$ cat config.mk
export PLATFORM = sky130hd
export DESIGN_NAME = ram_stream_reader
export DESIGN_NICKNAME = d
export VERILOG_FILES = /design/src/rtl/ram_stream_pkg.sv /design/src/rtl/stream_fifo2.sv /design/src/rtl/ram_stream_reader.sv
export SDC_FILE = /design/constraint.sdc
export NUM_CORES = 1
export LEC_CHECK = 0
export CORE_ASPECT_RATIO = 0.5
export CORE_MARGIN = 3
export CORE_UTILIZATION = 55
export DETAILED_ROUTE_END_ITERATION = 16
export DONT_BUFFER_PORTS = 1
export HOLD_SLACK_MARGIN = 0.08
export PLACE_DENSITY = 0.69
export SETUP_SLACK_MARGIN = 0.5
export SLEW_MARGIN = 5
export SYNTH_ARGS = -nofsm -noshare
export SYNTH_HDL_FRONTEND = slang
export SYNTH_SLANG_ARGS = --single-unit
$ cat constraint.sdc
create_clock -name clk -period 8.7 [get_ports clk]
set_clock_uncertainty 0.15 [all_clocks]
set_input_delay 1.305 -clock clk [delete_from_list [all_inputs] [get_ports clk]]
set_output_delay 1.305 -clock clk [all_outputs]
set_load 0.01 [all_outputs]
$ cat src/rtl/ram_stream_pkg.sv
// Shared types and constants for the RAM stream reader.
// State encoding and output buffer depth.
package ram_stream_pkg;

    typedef enum logic [1:0] {
        IDLE  = 2'd0,
        RUN   = 2'd1,
        DRAIN = 2'd2,
        DONE  = 2'd3
    } state_e;

    localparam int FifoDepth = 2;
    localparam int OccWidth  = $clog2(FifoDepth + 1);

endpackage

$ cat src/rtl/stream_fifo2.sv
// Two-entry output buffer; the head entry lives in its own register
// so head_data/head_last leave the block straight from flops.
module stream_fifo2
    import ram_stream_pkg::*;
#(
    parameter int DataWidth = 8
) (
    input  logic                 clk,
    input  logic                 reset_n,
    input  logic                 push,
    input  logic [DataWidth-1:0] push_data,
    input  logic                 push_last,
    input  logic                 pop,
    output logic                 head_valid,
    output logic [DataWidth-1:0] head_data,
    output logic                 head_last,
    output logic [OccWidth-1:0]  occupancy
);

    logic [DataWidth-1:0] tail_data;
    logic                 tail_last;
    logic [OccWidth-1:0]  occ_q;
    logic                 pop_ok;

    assign pop_ok     = pop && (occ_q != '0);
    assign head_valid = (occ_q != '0);
    assign occupancy  = occ_q;

    always_ff @(posedge clk) begin
        if (!reset_n) begin
            occ_q     <= '0;
            head_data <= '0;
            head_last <= 1'b0;
            tail_data <= '0;
            tail_last <= 1'b0;
        end else begin
            unique case ({push, pop_ok})
                2'b10: begin
                    if (occ_q == '0) begin
                        head_data <= push_data;
                        head_last <= push_last;
                    end else begin
                        tail_data <= push_data;
                        tail_last <= push_last;
                    end
                    occ_q <= occ_q + OccWidth'(1);
                end
                2'b01: begin
                    if (occ_q == OccWidth'(FifoDepth)) begin
                        head_data <= tail_data;
                        head_last <= tail_last;
                    end
                    occ_q <= occ_q - OccWidth'(1);
                end
                2'b11: begin
                    if (occ_q == OccWidth'(1)) begin
                        head_data <= push_data;
                        head_last <= push_last;
                    end else begin
                        head_data <= tail_data;
                        head_last <= tail_last;
                        tail_data <= push_data;
                        tail_last <= push_last;
                    end
                end
                default: begin
                end
            endcase
        end
    end

endmodule

$ cat src/rtl/ram_stream_reader.sv
// Walks an address range on the RAM read port and streams the words out.
// Define RAM_STREAM_READER_WRAP_EN to wrap addresses at DataDepth.
module ram_stream_reader
    import ram_stream_pkg::*;
#(
    parameter int DataWidth  = 8,
    parameter int AddrWidth  = 10,
    parameter int DataDepth  = 1024,
    parameter int CountWidth = 11
) (
    input  logic                  clk,
    input  logic                  reset_n,
    input  logic                  cmd_valid,
    output logic                  cmd_ready,
    input  logic [AddrWidth-1:0]  cmd_addr,
    input  logic [CountWidth-1:0] cmd_count,
    output logic                  ram_read_en,
    output logic [AddrWidth-1:0]  ram_read_addr,
    input  logic [DataWidth-1:0]  ram_read_data,
    output logic                  out_valid,
    input  logic                  out_ready,
    output logic [DataWidth-1:0]  out_data,
    output logic                  out_last,
    output logic                  done
);

`ifdef RAM_STREAM_READER_WRAP_EN
    localparam bit WrapEn = 1'b1;
`else
    localparam bit WrapEn = 1'b0;
`endif

    localparam logic [AddrWidth-1:0] LastAddr =
        WrapEn ? AddrWidth'(DataDepth - 1) : '1;

    state_e                state_q;
    state_e                state_d;
    logic [AddrWidth-1:0]  addr_q;
    logic [AddrWidth-1:0]  addr_next;
    logic [CountWidth-1:0] remain_q;
    logic                  inflight_q;
    logic                  inflight_last_q;
    logic                  cmd_fire;
    logic                  issue;
    logic                  final_issue;
    logic                  pop;
    logic [OccWidth-1:0]   occ;
    logic [2:0]            pend;

    assign cmd_ready = reset_n && (state_q == IDLE);
    assign cmd_fire  = cmd_valid && cmd_ready;
    assign pop       = out_valid && out_ready;
    assign done      = reset_n && (state_q == DONE);

    // Issue is decided from registered occupancy and this cycle's pop,
    // which lets a 2-entry buffer sustain one word per cycle.
    assign pend        = 3'(occ) + 3'(inflight_q) - 3'(pop);
    assign issue       = reset_n && (state_q == RUN)
                         && (pend < 3'(FifoDepth));
    assign final_issue = issue && (remain_q == CountWidth'(1));

    assign addr_next     = (addr_q == LastAddr)
                           ? '0 : addr_q + AddrWidth'(1);
    assign ram_read_en   = issue;
    assign ram_read_addr = addr_q;

    always_comb begin
        state_d = state_q;
        unique case (state_q)
            IDLE: begin
                if (cmd_fire) begin
                    state_d = (cmd_count == '0) ? DONE : RUN;
                end
            end
            RUN: begin
                if (final_issue) begin
                    state_d = DRAIN;
                end
            end
            DRAIN: begin
                if (pop && out_last) begin
                    state_d = DONE;
                end
            end
            DONE: begin
                state_d = IDLE;
            end
            default: begin
                state_d = IDLE;
            end
        endcase
    end

    always_ff @(posedge clk) begin
        if (!reset_n) begin
            state_q         <= IDLE;
            addr_q          <= '0;
            remain_q        <= '0;
            inflight_q      <= 1'b0;
            inflight_last_q <= 1'b0;
        end else begin
            state_q         <= state_d;
            inflight_q      <= issue;
            inflight_last_q <= final_issue;
            if (cmd_fire) begin
                addr_q   <= cmd_addr;
                remain_q <= cmd_count;
            end else if (issue) begin
                addr_q   <= addr_next;
                remain_q <= remain_q - CountWidth'(1);
            end
        end
    end

    stream_fifo2 #(
        .DataWidth(DataWidth)
    ) u_fifo (
        .clk       (clk),
        .reset_n   (reset_n),
        .push      (inflight_q),
        .push_data (ram_read_data),
        .push_last (inflight_last_q),
        .pop       (pop),
        .head_valid(out_valid),
        .head_data (out_data),
        .head_last (out_last),
        .occupancy (occ)
    );

endmodule

* Word level (Yosys, flattened, before mapping)
Cells that the tools add are included.
** Word-level totals
- Bits in registers :: 45
- Input bits :: 33
- Output and inout bits :: 23
- Logic and storage cells :: 79
** Operators by class
- $add $sub $neg :: 6
- $lt $le $gt $ge :: 1
- Eq/ne operators :: 17
- Multiplexer cells :: 25
- Reduce and logical (&&, ||, !) cells :: 20
** Operators with widths (number)
- $mux W8 :: 5
- $mux W10 :: 3
- $pmux W8 S3 :: 1
- $mux W11 :: 2
- $pmux W8 S2 :: 1
- $eq A11 B1 Y1 const B :: 1
- $logic_not A11 Y1 :: 1
- $sub A11 B1 Y11 const B :: 1
- $add A10 B1 Y10 const B :: 1
- $eq A10 B10 Y1 const B :: 1
- $eq A2 B2 Y1 const B :: 5
- $ne A2 B2 Y1 const B :: 5
- $logic_and A1 B1 Y1 :: 9
- $reduce_and A3 Y1 :: 3
- $mux W2 :: 4
- $pmux W2 S4 :: 1
- $reduce_bool A2 Y1 :: 4
- $eq A2 B1 Y1 const B :: 3
- $mux W1 :: 5
- $logic_not A2 Y1 :: 2
- $ne A2 B1 Y1 const B :: 2
- $pmux W2 S2 :: 1
- $add A2 B1 Y3 :: 1
- $lt A3 B2 Y1 const B :: 1
- other kinds (6) :: 6

* Logic depth before layout (Yosys ltp)
- Depth in word-level cells :: 8
- Gate-level depth with buffers :: 14
- Mapped depth without buffers :: 14

* Modules after synthesis
A second synthesis with hierarchy kept.
** Unflattened totals
- Cells, all modules :: 283
- Area, all modules :: 2451.1 um^2
** Modules (own cells, without submodules)
- ram_stream_reader :: times used 1, cells an instance 181, area each 1475.2 um^2, seq. area each 500.5 um^2
- stream_fifo2 :: times used 1, cells an instance 102, area each 975.9 um^2, seq. area each 400.4 um^2

* Least setup slack after synthesis
OpenSTA, ideal clock, no wires.
- Path type :: input to output
- From :: input port out_ready
- To :: output port ram_read_en
- Arrival time :: 2819 ps
- Data required time :: 7245 ps
- Path slack :: 4426 ps
- Stages on the path :: 8
- Buffers on the path :: 0
- Cell sequence :: nand2_1 > inv_1 > ha_1 > nand2b_1 > fa_1 > and3_1 > nand2_1 > inv_2
** On the way
- Word-level cells in the longest chain between the ends :: 4
** Ends and longest elaborated chain
- start: declaration :: line ram_stream_reader.sv:21 : input logic out_ready,
- $logic_and A1 B1 Y1 :: line ram_stream_reader.sv:52 : assign pop = out_valid && out_ready;
- $sub A3 B1 Y3 :: line ram_stream_reader.sv:57 : assign pend = 3'(occ) + 3'(inflight_q) - 3'(pop);
- $lt A3 B2 Y1 :: line ram_stream_reader.sv:59 : && (pend < 3'(FifoDepth));
- $logic_and A1 B1 Y1 :: line ram_stream_reader.sv:59
- end: declaration :: line ram_stream_reader.sv:17 : output logic ram_read_en,
Every way passes these cells.

* Worst setup path after layout
Same ends and word-level chain as after synthesis.

==> flow_metrics.tcl <==
set metrics [dict create \
    overflow 0 \
    power.density_nw_per_um2 320.4 \
    antenna_found_initial 0 \
    ir_worst_vdd_uv 175.0 \
    max_slew_margin 0.2385 \
    fp.dieH_um 52.32 \
    clock_latency_ps 300 \
    arrival_ps 3010 \
    yosysUniqueCellTypes 41 \
    maxSlewViolCount 0 \
    combPwrFrac 0.379 \
    synthTopCellsByArea "dfxtp_1 38%, ha_1 8.0%, xnor2_1 4.8%, a211oi_1 4.8%, nor2_1 4.6%" \
    drt_pre_antenna_iters 4 \
    synth_commonest_cells "45 x dfxtp_1, 29 x nor2_1, 18 x o21ai_0" \
    place_inst 308 \
    wl_per_cell_um 15.57 \
    grt_pass1_vias 1714 \
    post-route-drc-count 0 \
    clkSlewWorstSetupHoldPaths_ps 80 \
    ios 56 \
    fin_hold_ws_ps 351.7 \
    p_seq_frac 0.414 \
    avgSynthCellArea_um2 8.905 \
    htree_num_levels 2 \
    cts_buffer_depth 2 \
    setup_ws_ps 4239 \
    postCtsSetupRepairBufs 0 \
    switching_share 0.3888 \
    cpMostUsedCell "nand2_1" \
    fillers 355 \
    drt_iter0_markers 40 \
    synth_edf_count 0 \
    fmax_mhz 224.2 \
    grt_use_total 0.1995 \
    maxCapViolations 0 \
    async_flop_share 0 \
    synth.net_count 314 \
    areaGrowthSynthToFinish_pct 6.203 \
    synth.largest_area_cell "dfxtp_1" \
    die_w_um 98.64 \
    required_ps 7240 \
    timing.final.crit_share 0.5127 \
    layout_min_cycle_time_ps 4461 \
    r2r_cells 13 \
    yosys.area.top_type_share 0.3818 \
    end_kind "primary output" \
    hold_violations 0 \
    synth_seq_area_share 0.3818 \
    ctsHoldBuffers 0 \
    status "complete, no violations" \
    ys.warnings.count 0 \
    worst_pin_slew_ps 1142 \
    critPathTopFamily "adder cells" \
    intPower_w 0.0004907 \
    hold_class "reg -> reg" \
    core_area_um2 4004 \
    cts_resized 0 \
    crit_buf_inv 2 \
    cts_buffers 5 \
    wirelength_um 4919 \
    cp_max_fo 10 \
    crit_path_start_kind "input port" \
    cts.sinks 45 \
    yosysMostFrequentCell "dfxtp_1" \
    crit_cells 8 \
    place_ws_ps 4250 \
    numPortBuffers 0 \
    power_frac_clock 0.207 \
    p_leak_nw 0.9874 \
    crit_chain "nand2_1 -> inv_1 -> ha_1 -> nand2b_1 -> fa_1 -> and3_1 -> nand2_1 -> inv_2" \
    detail-route-antenna-nets 0 \
    via_count 1843 \
    layout.cells.non_filler 316 \
    rows 16 \
    critPathSlowestCell "fa_1" \
    criticalPathCategory "in -> out" \
    fin_setup_tns_ps 0 \
    hold_path_depth 2 \
    synth_area_um2 2360 \
    tritoncts "done" \
    ys_ff_latch 45 \
    place.gp.congestion 0.8679 \
    critical_path.max_stage_delay_ps 500 \
    dpl.hpwl_um 3597 \
    ys.flop_type "dfxtp_1" \
    grt_max_degree 34 \
    netlist_instances 265 \
    final_net_count 310 \
    grt_pass1_wl_um 7990 \
    viasPerCell 5.832 \
    rsz0062_at_grt "false" \
    start_util 0.5894 \
    p_sw_w 0.0003122 \
    setup_viol 0 \
    root_buffer "clkbuf_8" \
    diodes 0 \
    dieArea_um2 5160 \
    drive_gt1_frac 0.07634 \
]
## cell families (layout without fill, tap and decap cells)
family | count (synthesis) | count (layout) | synth area share
adders and majority gates | 16 | 16 | 0.08802
buffers and inverters | 26 | 23 | 0.04401
xor gates and xnor gates | 22 | 22 | 0.08166
DFF | 45 | 45 | 0.3818
and+or+nand+nor | 76 | 76 | 0.1644
muxes | 9 | 9 | 0.03818
AOI/OAI and AO/OA | 71 | 71 | 0.2020
## stage by stage
stage	utilization	power, W	area (um^2)
floorplan	-	0.0005781	2360
global placement	0.5959	0.0006323	2386
detailed placement	0.5959	0.0006423	2386
CTS	0.6259	0.0008113	2506
global route	0.6259	0.0008679	2506
finish	0.6259	0.0008029	2506
## path summary, 6_finish.rpt
kind	start	to	slack [ps]
worst max register to register	u_fifo.occupancy[1]	state_q[0]	5040
worst min-delay path	u_fifo.tail_data[3]	u_fifo.tail_data[3]	350
worst min register to register	u_fifo.tail_data[3]	u_fifo.tail_data[3]	350
worst max-delay path	out_ready	ram_read_en	4240
## power groups by stage
stage / clock [W] / combinational [W] / sequential, W
2_1_floorplan: 0 / 0.000255 / 0.000323
4_1_cts: 0.000171 / 0.000308 / 0.000333
3_3_place_gp: 0 / 0.000297 / 0.000336
3_5_place_dp: 0 / 0.000305 / 0.000338
5_1_grt: 0.000179 / 0.000346 / 0.000343
6_report: 0.000166 / 0.000304 / 0.000332
## worst min-delay path, cell delays in order, from the launching register on
cell	delay (ps)
dfxtp_1	330
mux2i_1	70
nor2_1	70
## metal layers
layer,track usage,routed length [um]
met5,0,0
met4,0.05215,38
met3,0.08101,404
met2,0.3221,2172
met1,0.2506,2304
## layout make-up
cell class / count / area (um^2) / area share
Clock buffer: 6 / 82.58 / 0.03295
Clock inverter: 2 / 37.54 / 0.01498
Inverter: 15 / 56.30 / 0.02247
Multi-Input combinational cell: 194 / 1361 / 0.5432
Sequential cell: 45 / 900.9 / 0.3595
Tap cell: 54 / 67.56 / 0.02696
## state kept, by name, summed over array words and instances (netlist names)
signal and flops:
u_fifo.tail_data 8, remain_q 11, inflight_last_q 1, ram_read_addr 10, state_q 2, u_fifo.head_data 8
inflight_q 1, u_fifo.occupancy 2, u_fifo.tail_last 1, u_fifo.head_last 1
## placed cells by master (no fill, tap or decap), types with 3 or more instances in the layout
cell	Yosys	final
dfxtp_1	45	45
nor2_1	29	29
o21ai_0	18	17
a21oi_1	15	15
a211oi_1	15	15
ha_1	15	15
inv_1	13	13
xnor2_1	13	13
nand2_1	11	11
xor2_1	9	9
a22oi_1	9	9
mux2i_1	9	9
clkbuf_8	0	6
and3_1	5	5
nor4_1	5	5
nand3_1	4	4
nor3_1	4	4
o211ai_1	4	4
or3_2	3	3
No activity file was read; power rests on OpenSTA's default activity.
